### config.mk
export PLATFORM = sky130hd
export DESIGN_NAME = i2c_lifo_slave
export DESIGN_NICKNAME = d
export VERILOG_FILES = /design/src/rtl/i2c_pkg.sv /design/src/rtl/lifo_mem.sv /design/src/rtl/i2c_lifo_slave.sv
export SDC_FILE = /design/constraint.sdc
export NUM_CORES = 1
export LEC_CHECK = 0
export ABC_AREA = 0
export BUFFER_PORTS_ARGS = -buffer_cell sky130_fd_sc_hd__buf_2
export CORE_ASPECT_RATIO = 0.7
export CORE_UTILIZATION = 30
export CTS_CLUSTER_SIZE = 20
export DETAILED_ROUTE_END_ITERATION = 16
export SLEW_MARGIN = 15
export SYNTH_ARGS = -nofsm -noshare
export SYNTH_HDL_FRONTEND = slang
export SYNTH_SLANG_ARGS = --single-unit
### constraint.sdc
create_clock -name clk -period 9.53 [get_ports clk]
set_clock_uncertainty 0.05 [all_clocks]
set_input_delay 1.906 -clock clk [delete_from_list [all_inputs] [get_ports clk]]
set_output_delay 1.906 -clock clk [all_outputs]
set_load 0.01 [all_outputs]
### src/rtl/i2c_pkg.sv
// Shared types and constants for the I2C LIFO slave.
package i2c_pkg;

    localparam logic [6:0]  LIFO_ADDR = 7'b1111001;
    localparam int unsigned BYTE_W    = 8;

    typedef enum logic [2:0] {
        StIdle,
        StAddr,
        StAddrAck,
        StWrData,
        StWrAck,
        StRdData,
        StRdAck,
        StWaitStop
    } state_e;

endpackage

### src/rtl/lifo_mem.sv
// Saturating LIFO storage; dout always shows the top entry.
module lifo_mem #(
    parameter int unsigned DEPTH = 8,
    parameter int unsigned WIDTH = 8
) (
    input  logic                     clk,
    input  logic                     rst,
    input  logic                     push,
    input  logic                     pop,
    input  logic [WIDTH-1:0]         din,
    output logic [WIDTH-1:0]         dout,
    output logic                     full,
    output logic                     empty,
    output logic [$clog2(DEPTH):0]   count
);

    localparam int unsigned AW = $clog2(DEPTH);

    logic [WIDTH-1:0] mem_q [DEPTH];
    logic [AW:0]      count_q, count_d;
    logic [AW-1:0]    top_idx;
    logic             do_push, do_pop;

    assign full    = (count_q == (AW+1)'(DEPTH));
    assign empty   = (count_q == '0);
    assign count   = count_q;
    assign do_push = push & ~full;
    assign do_pop  = pop & ~empty;
    assign top_idx = AW'(count_q - 1'b1);
    assign dout    = mem_q[top_idx];

    always_comb begin
        count_d = count_q;
        if (do_push) begin
            count_d = count_q + 1'b1;
        end else if (do_pop) begin
            count_d = count_q - 1'b1;
        end
    end

    always_ff @(posedge clk or negedge rst) begin
        if (!rst) begin
            count_q <= '0;
        end else begin
            count_q <= count_d;
        end
    end

    // Contents survive reset; only the pointer is cleared.
    always_ff @(posedge clk) begin
        if (do_push) begin
            mem_q[AW'(count_q)] <= din;
        end
    end

endmodule

### src/rtl/i2c_lifo_slave.sv
// I2C slave: written bytes are pushed onto a LIFO, reads pop them back (0xFF when empty).
module i2c_lifo_slave
    import i2c_pkg::*;
#(
    parameter int unsigned DEPTH    = 8,
    parameter logic [6:0]  SLV_ADDR = LIFO_ADDR
) (
    input  logic                   clk,
    input  logic                   rst,
    input  logic                   scl,
    input  logic                   sda_in,
    output logic                   sda_oe,
    output logic                   full,
    output logic                   empty,
    output logic [$clog2(DEPTH):0] count
);

    logic [1:0]        scl_sync_q, sda_sync_q;
    logic              scl_dly_q, sda_dly_q;
    logic              scl_s, sda_s;
    logic              scl_rise, scl_fall, start_det, stop_det;

    state_e            state_q, state_d;
    logic [BYTE_W-1:0] shift_q, shift_d;
    logic [3:0]        bit_cnt_q, bit_cnt_d;
    logic              rw_q, rw_d;
    logic              ack_q, ack_d;
    logic              sda_oe_q, sda_oe_d;
    logic              load_rd, push, pop;
    logic [BYTE_W-1:0] mem_dout, rd_byte;

    assign scl_s     = scl_sync_q[1];
    assign sda_s     = sda_sync_q[1];
    assign scl_rise  = scl_s & ~scl_dly_q;
    assign scl_fall  = ~scl_s & scl_dly_q;
    assign start_det = scl_s & scl_dly_q & sda_dly_q & ~sda_s;
    assign stop_det  = scl_s & scl_dly_q & ~sda_dly_q & sda_s;
    assign sda_oe    = sda_oe_q;
    assign rd_byte   = empty ? '1 : mem_dout;

    always_ff @(posedge clk or negedge rst) begin
        if (!rst) begin
            scl_sync_q <= 2'b11;
            sda_sync_q <= 2'b11;
            scl_dly_q  <= 1'b1;
            sda_dly_q  <= 1'b1;
        end else begin
            scl_sync_q <= {scl_sync_q[0], scl};
            sda_sync_q <= {sda_sync_q[0], sda_in};
            scl_dly_q  <= scl_sync_q[1];
            sda_dly_q  <= sda_sync_q[1];
        end
    end

    always_comb begin
        state_d   = state_q;
        shift_d   = shift_q;
        bit_cnt_d = bit_cnt_q;
        rw_d      = rw_q;
        ack_d     = ack_q;
        sda_oe_d  = sda_oe_q;
        load_rd   = 1'b0;
        push      = 1'b0;
        pop       = 1'b0;

        if (stop_det) begin
            state_d  = StIdle;
            sda_oe_d = 1'b0;
        end else if (start_det) begin
            state_d   = StAddr;
            bit_cnt_d = '0;
            sda_oe_d  = 1'b0;
        end else begin
            unique case (state_q)
                StIdle, StWaitStop: ;
                StAddr: begin
                    if (scl_rise) begin
                        shift_d   = {shift_q[BYTE_W-2:0], sda_s};
                        bit_cnt_d = bit_cnt_q + 1'b1;
                    end else if (scl_fall && bit_cnt_q == 4'd8) begin
                        rw_d = shift_q[0];
                        if (shift_q[BYTE_W-1:1] == SLV_ADDR) begin
                            state_d  = StAddrAck;
                            sda_oe_d = 1'b1;
                        end else begin
                            state_d  = StWaitStop;
                            sda_oe_d = 1'b0;
                        end
                    end
                end
                StAddrAck: begin
                    if (scl_fall) begin
                        bit_cnt_d = '0;
                        if (rw_q) begin
                            load_rd = 1'b1;
                        end else begin
                            state_d  = StWrData;
                            sda_oe_d = 1'b0;
                        end
                    end
                end
                StWrData: begin
                    if (scl_rise) begin
                        shift_d   = {shift_q[BYTE_W-2:0], sda_s};
                        bit_cnt_d = bit_cnt_q + 1'b1;
                    end else if (scl_fall && bit_cnt_q == 4'd8) begin
                        state_d  = StWrAck;
                        push     = ~full;
                        sda_oe_d = ~full;
                    end
                end
                StWrAck: begin
                    if (scl_fall) begin
                        state_d   = StWrData;
                        sda_oe_d  = 1'b0;
                        bit_cnt_d = '0;
                    end
                end
                StRdData: begin
                    if (scl_rise) begin
                        bit_cnt_d = bit_cnt_q + 1'b1;
                    end else if (scl_fall && bit_cnt_q == 4'd8) begin
                        state_d  = StRdAck;
                        sda_oe_d = 1'b0;
                    end else if (scl_fall && bit_cnt_q != 4'd0) begin
                        shift_d  = {shift_q[BYTE_W-2:0], 1'b0};
                        sda_oe_d = ~shift_q[BYTE_W-2];
                    end
                end
                StRdAck: begin
                    if (scl_rise) begin
                        ack_d = sda_s;
                    end else if (scl_fall) begin
                        if (!ack_q) begin
                            load_rd = 1'b1;
                        end else begin
                            state_d = StWaitStop;
                        end
                    end
                end
                default: state_d = StIdle;
            endcase

            // Pop the top entry and put its MSB on the bus on the same falling edge.
            if (load_rd) begin
                state_d   = StRdData;
                bit_cnt_d = '0;
                pop       = ~empty;
                shift_d   = rd_byte;
                sda_oe_d  = ~rd_byte[BYTE_W-1];
            end
        end
    end

    always_ff @(posedge clk or negedge rst) begin
        if (!rst) begin
            state_q   <= StIdle;
            shift_q   <= '0;
            bit_cnt_q <= '0;
            rw_q      <= 1'b0;
            ack_q     <= 1'b0;
            sda_oe_q  <= 1'b0;
        end else begin
            state_q   <= state_d;
            shift_q   <= shift_d;
            bit_cnt_q <= bit_cnt_d;
            rw_q      <= rw_d;
            ack_q     <= ack_d;
            sda_oe_q  <= sda_oe_d;
        end
    end

    lifo_mem #(
        .DEPTH (DEPTH),
        .WIDTH (BYTE_W)
    ) u_lifo_mem (
        .clk   (clk),
        .rst   (rst),
        .push  (push),
        .pop   (pop),
        .din   (shift_q),
        .dout  (mem_dout),
        .full  (full),
        .empty (empty),
        .count (count)
    );

endmodule

Yosys cells after proc, flatten, opt, wreduce, memory -nomap -nowiden
Memories as Yosys holds them, arrays and structs flattened.
Index checks and enable logic that the tools add are counted.
{"block": "word_totals", "n_memories": 1, "output_inout_bits": 7, "word_cells": 145, "reg_bits": 28, "ramBits": 64}
{"block": "op_classes", "n_addsub": 3, "n_mux": 64, "n_eq_ne": 28, "bitwise": 20, "reduce_logical": 18}
{"memory": "u_lifo_mem.mem_q", "words": 8, "width": 8, "read_ports": 1, "rd_ports_with_merged_regs": 0, "wr": 1, "line": "lifo_mem.sv:19", "rtl": "logic [WIDTH-1:0] mem_q [DEPTH];"}
{"op": "$ne 5x5->1 const B", "count": 12}
{"op": "$mux 3", "count": 16}
{"op": "$mux 8", "count": 6}
{"op": "$mux 1", "count": 31}
{"op": "$mux 4", "count": 6}
{"op": "$pmux 3 s6", "count": 1}
{"op": "$pmux 8 s2", "count": 1}
{"op": "$reduce_and 13->1", "count": 1}
{"op": "$not 1->1", "count": 11}
{"op": "$reduce_and 10->1", "count": 1}
{"op": "$and 1x1->1", "count": 9}
{"op": "$eq 3x3->1 const B", "count": 3}
{"op": "$ne 3x3->1 const B", "count": 3}
{"op": "$reduce_bool 9->1", "count": 1}
{"op": "$add 4x1->4 const B", "count": 2}
{"op": "$eq 4x4->1 const B", "count": 2}
{"op": "$ne 4x1->1 const B", "count": 2}
{"op": "$pmux 4 s2", "count": 1}
{"op": "$reduce_and 4->1", "count": 2}
{"op": "$reduce_bool 4->1", "count": 2}
{"op": "$reduce_bool 8->1", "count": 1}
{"op": "$eq 7x7->1 const B", "count": 1}
{"op": "$reduce_and 7->1", "count": 1}
{"op": "$eq 3x2->1 const B", "count": 2}
{"op": "13 further kinds", "count": 15}

Longest topological paths before layout
{"block": "logic_depth", "depth_word": 13, "ltp_mapped": 11, "ltp_nobuf": 7}

Cells and area by module
From an unflattened synthesis, not the netlist that was laid out.
{"block": "unflattened", "cells_unflattened": 334, "hier_area_um2": 4481.8}
{"module": "lifo_mem", "instances": 1, "area_per_inst_um2": 2861.5, "cells_per_inst": 150}
{"module": "i2c_lifo_slave", "instances": 1, "area_per_inst_um2": 1620.3, "cells_per_inst": 184}

Least setup slack after synthesis
Ideal clock, no wire load.
{"block": "synth_path", "path_kind": "register to output", "startpoint": "reg u_lifo_mem.count_q[0], in the netlist u_lifo_mem.count[0]", "endpoint": "out empty", "stages_incl_launch_ff": 8, "t_required_ns": 7.574, "setup_slack_ns": 5.790, "n_path_buf": 4, "t_arrival_ns": 1.784, "path_cell_list": "dfrtp_1 -> buf_4 -> buf_4 -> buf_4 -> inv_1 -> ha_1 -> buf_2 -> nor3b_1"}
{"block": "synth_between", "elab_chain_cells": 1}
{"item": "start: declaration", "line": "lifo_mem.sv:20", "rtl": "logic [AW:0] count_q, count_d;"}
{"item": "start signal: assignment", "line": "lifo_mem.sv:45", "rtl": "count_q <= count_d;"}
{"item": "$logic_not 4->1", "line": "lifo_mem.sv:25", "rtl": "assign empty = (count_q == '0);"}
{"item": "end: declaration", "line": "i2c_lifo_slave.sv:14", "rtl": "output logic empty,"}
No other way between the ends.

Final worst setup path
Ends and elaborated chain as after synthesis.

==> results.cfg <==
[cells_and_area]
postLayoutCellArea_mm2 = 0.004727
final_nets = 305
n_antenna_cell = 0
num-fill-cells = 1275
layout-area-overhead-vs-synth_pct = 11.54
layout.cells.non_filler = 487
final_layout_size_suffix_gt1_share_pct = 18.87

[synthesis]
synth_edf_count = 64
synth_commonest_cells = 64 x edfxtp_1, 22 x dfrtp_1, 15 x mux4_2, 15 x nand2_1
yosysTopAreaCellShare_pct = 45.35
yosysMostFrequentCell = edfxtp_1
mappedNetlistArea_mm2 = 0.004238
ys_seq_elements = 92
ys_seq_area_share_pct = 62.06
synth_top_area_cell = edfxtp_1
synthArstFlopShare_pct = 30.43
syn_area_per_cell_um2 = 14.61
synth.distinct_cells = 58
yosys-top-cells-area = edfxtp_1 45%, dfrtp_1 13%, mux4_2 8.0%
synthCells = 290
ys.flop_type = edfxtp_1
ys_warn_count = 0
synth_nets = 298

[hold_path]
hold_path.class = flip-flop to flip-flop

[global_route]
grt_pass1_wl_um = 14270
grt_pass1_vias = 2345
grt_overflow = 0
grt_start_max_net_pins = 29
antenna_found_initial = 0
grt_usage_pct = 13.72

[clock_network]
cts_tree = yes
cts.sinks = 92
cts.htree.levels = 3
cts-root-buf = clkbuf_16
insertion_delay_ps = 340
postCtsHoldBufs = 0
cts_buffers = 9
cts_setup_buffers = 0
cts_resized = 0
clk_path_buf_depth = 2
path_clk_slew_ps = 60

[place]
place.gp.congestion = 0.9695
placed_area_mm2 = 0.004438
dp_cells = 471
dp_hpwl_um = 6327
portBuffers = 10

[run]
maxCapViolCount = 0

[pwr]
leakage_nw = 1.565
worst_ir_drop_vdd_uv = 90.80
p_per_area_mw_per_mm2 = 235.7

[worst_setup_path]
worstPathMaxFanout = 27
cp-start-kind = flip-flop
crit_path_end_kind = primary output
cp.arrival_ps = 2380
required_ps = 7570
criticalPathCategory = flip-flop to primary output

[timing]
min_period_ps = 4334
setup_viol_count_final = 0
fmax_mhz = 230.7
maxSlewViolCount = 0
rsz0062_at_grt = no
fin_crit_sh_pct = 45.48
tns_ps = 0
hold_ws_ps = 305.1
tightestPinTransition_ps = 1080
slew-limit-headroom_pct = 27.43
finalHoldViolations = 0

[floorplan]
start_util_pct = 31.52
die_x_um = 144.1
dieHeight_um = 101.4
ios = 11
core_area_mm2 = 0.01344
die_area_mm2 = 0.01461
core.rowCount = 35

[run_status]
outcome = finished clean

[drt]
drt_iter0_drc = 266
drtAntennaViolNets = 0
firstDrtPassIters = 5
viasPerCell = 5.271
drc = 0
wl_per_cell_um = 18.62
vias = 2567
wl_um = 9067
-- power breakdown --
group | switching, mW | leakage (nW) | internal [mW]
registers | 0.0964 | 0.902 | 0.495
clock network | 0.141 | 0.139 | 0.200
logic | 0.0982 | 0.524 | 0.0826
-- layer usage --
| metal | GRT usage [%] | wire (um) | vias up | part of all wire (%) |
|---|---|---|---|---|
| met5 | 0 | 0 | - | 0 |
| li1 | - | - | 1169 | - |
| met1 | 21.99 | 4758 | 1296 | 52 |
| met2 | 16.72 | 3493 | 92 | 39 |
| met3 | 4.066 | 688 | 10 | 7.6 |
| met4 | 4.910 | 127 | 0 | 1.4 |
-- logic make-up (layout without fill, tap and decap cells) --
group / after synthesis / in the layout / share of synthesized area, %
AND/OR/NAND/NOR: 77 / 77 / 10.19
flip-flops: 92 / 92 / 62.06
adder cells (fa/ha/maj): 4 / 4 / 1.181
AO/OA/AOI/OAI: 58 / 58 / 11.07
buffers and inverters: 24 / 36 / 2.893
XOR/XNOR: 5 / 5 / 1.034
multiplexers: 30 / 30 / 11.57
-- worst max-delay path: stages, from the launching register on --
cell and delay (ps):
dfrtp_1 360, buf_4 260, inv_1 140, ha_1 560, nor3b_1 480, buf_2 220
-- final cells by class --
cell class              count  area (um2)  area share, %
well taps                 185       231.5          4.897
inverters                   9       33.78         0.7147
clock inverters             6       55.05          1.165
multi-input cells         174        1490          31.52
repair buffers             11       57.56          1.218
flip-flops and latches     92        2630          55.64
clock buffers              10       229.0          4.844
-- state kept, by name, summed over array words and instances (netlist names) --
signal            cells
ack_q                 1
bit_cnt_q             4
rw_q                  1
scl_dly_q             1
scl_sync_q            2
sda_dly_q             1
sda_oe                1
sda_sync_q            2
shift_q               8
state_q               3
u_lifo_mem.count      4
u_lifo_mem.mem_q     64
-- final timing paths --
check / from / endpoint / slack, ps / cells past startpoint
setup / recovery: u_lifo_mem.count[0]$_DFFE_PN0P_ / empty / 5200 / 5
hold / removal: scl_sync_q[0]$_DFF_PN1_ / scl_sync_q[1]$_DFF_PN1_ / 310 / 0
setup reg to reg: u_lifo_mem.count[0]$_DFFE_PN0P_ / u_lifo_mem.mem_q[2][2]$_DFFE_PP_ / 5890 / 7
hold reg to reg: scl_sync_q[0]$_DFF_PN1_ / scl_sync_q[1]$_DFF_PN1_ / 310 / 0
max in group asynchronous: rst / bit_cnt_q[0]$_DFFE_PN0P_ / 7450 / 1
min in group asynchronous: rst / state_q[2]$_DFFE_PN0P_ / 1540 / 1
-- cell usage in the layout (no fill, tap or decap), types with 3 or more instances in the layout --
cell type / n
a21oi_1: 4
a22oi_1: 4
a31oi_1: 3
buf_2: 10
clkbuf_16: 9
clkinv_1: 3
dfrtp_1: 22
dfstp_2: 6
edfxtp_1: 64
ha_1: 4
inv_1: 9
mux2i_1: 13
mux4_2: 15
nand2_1: 15
nand2b_1: 12
nand3_1: 8
nand3b_1: 4
nor2_1: 13
nor2b_1: 3
nor3_1: 5
nor4_1: 3
o211ai_1: 9
o21ai_0: 8
o221a_2: 3
o22ai_1: 5
o311ai_0: 3
xor2_1: 3
-- through the flow --
step / setup slack [ps] / utilization (%) / power, mW
after CTS: 5180 / 35.12 / 1.116
after floorplan: 5790 / - / 0.7063
after global routing: 5032 / 35.16 / 1.164
after global placement: 5691 / 33.01 / 0.7738
final: 5196 / 35.16 / 1.114
after detailed placement: 5594 / 33.01 / 0.7742
Note: power is estimated with default switching activity, not from simulation.
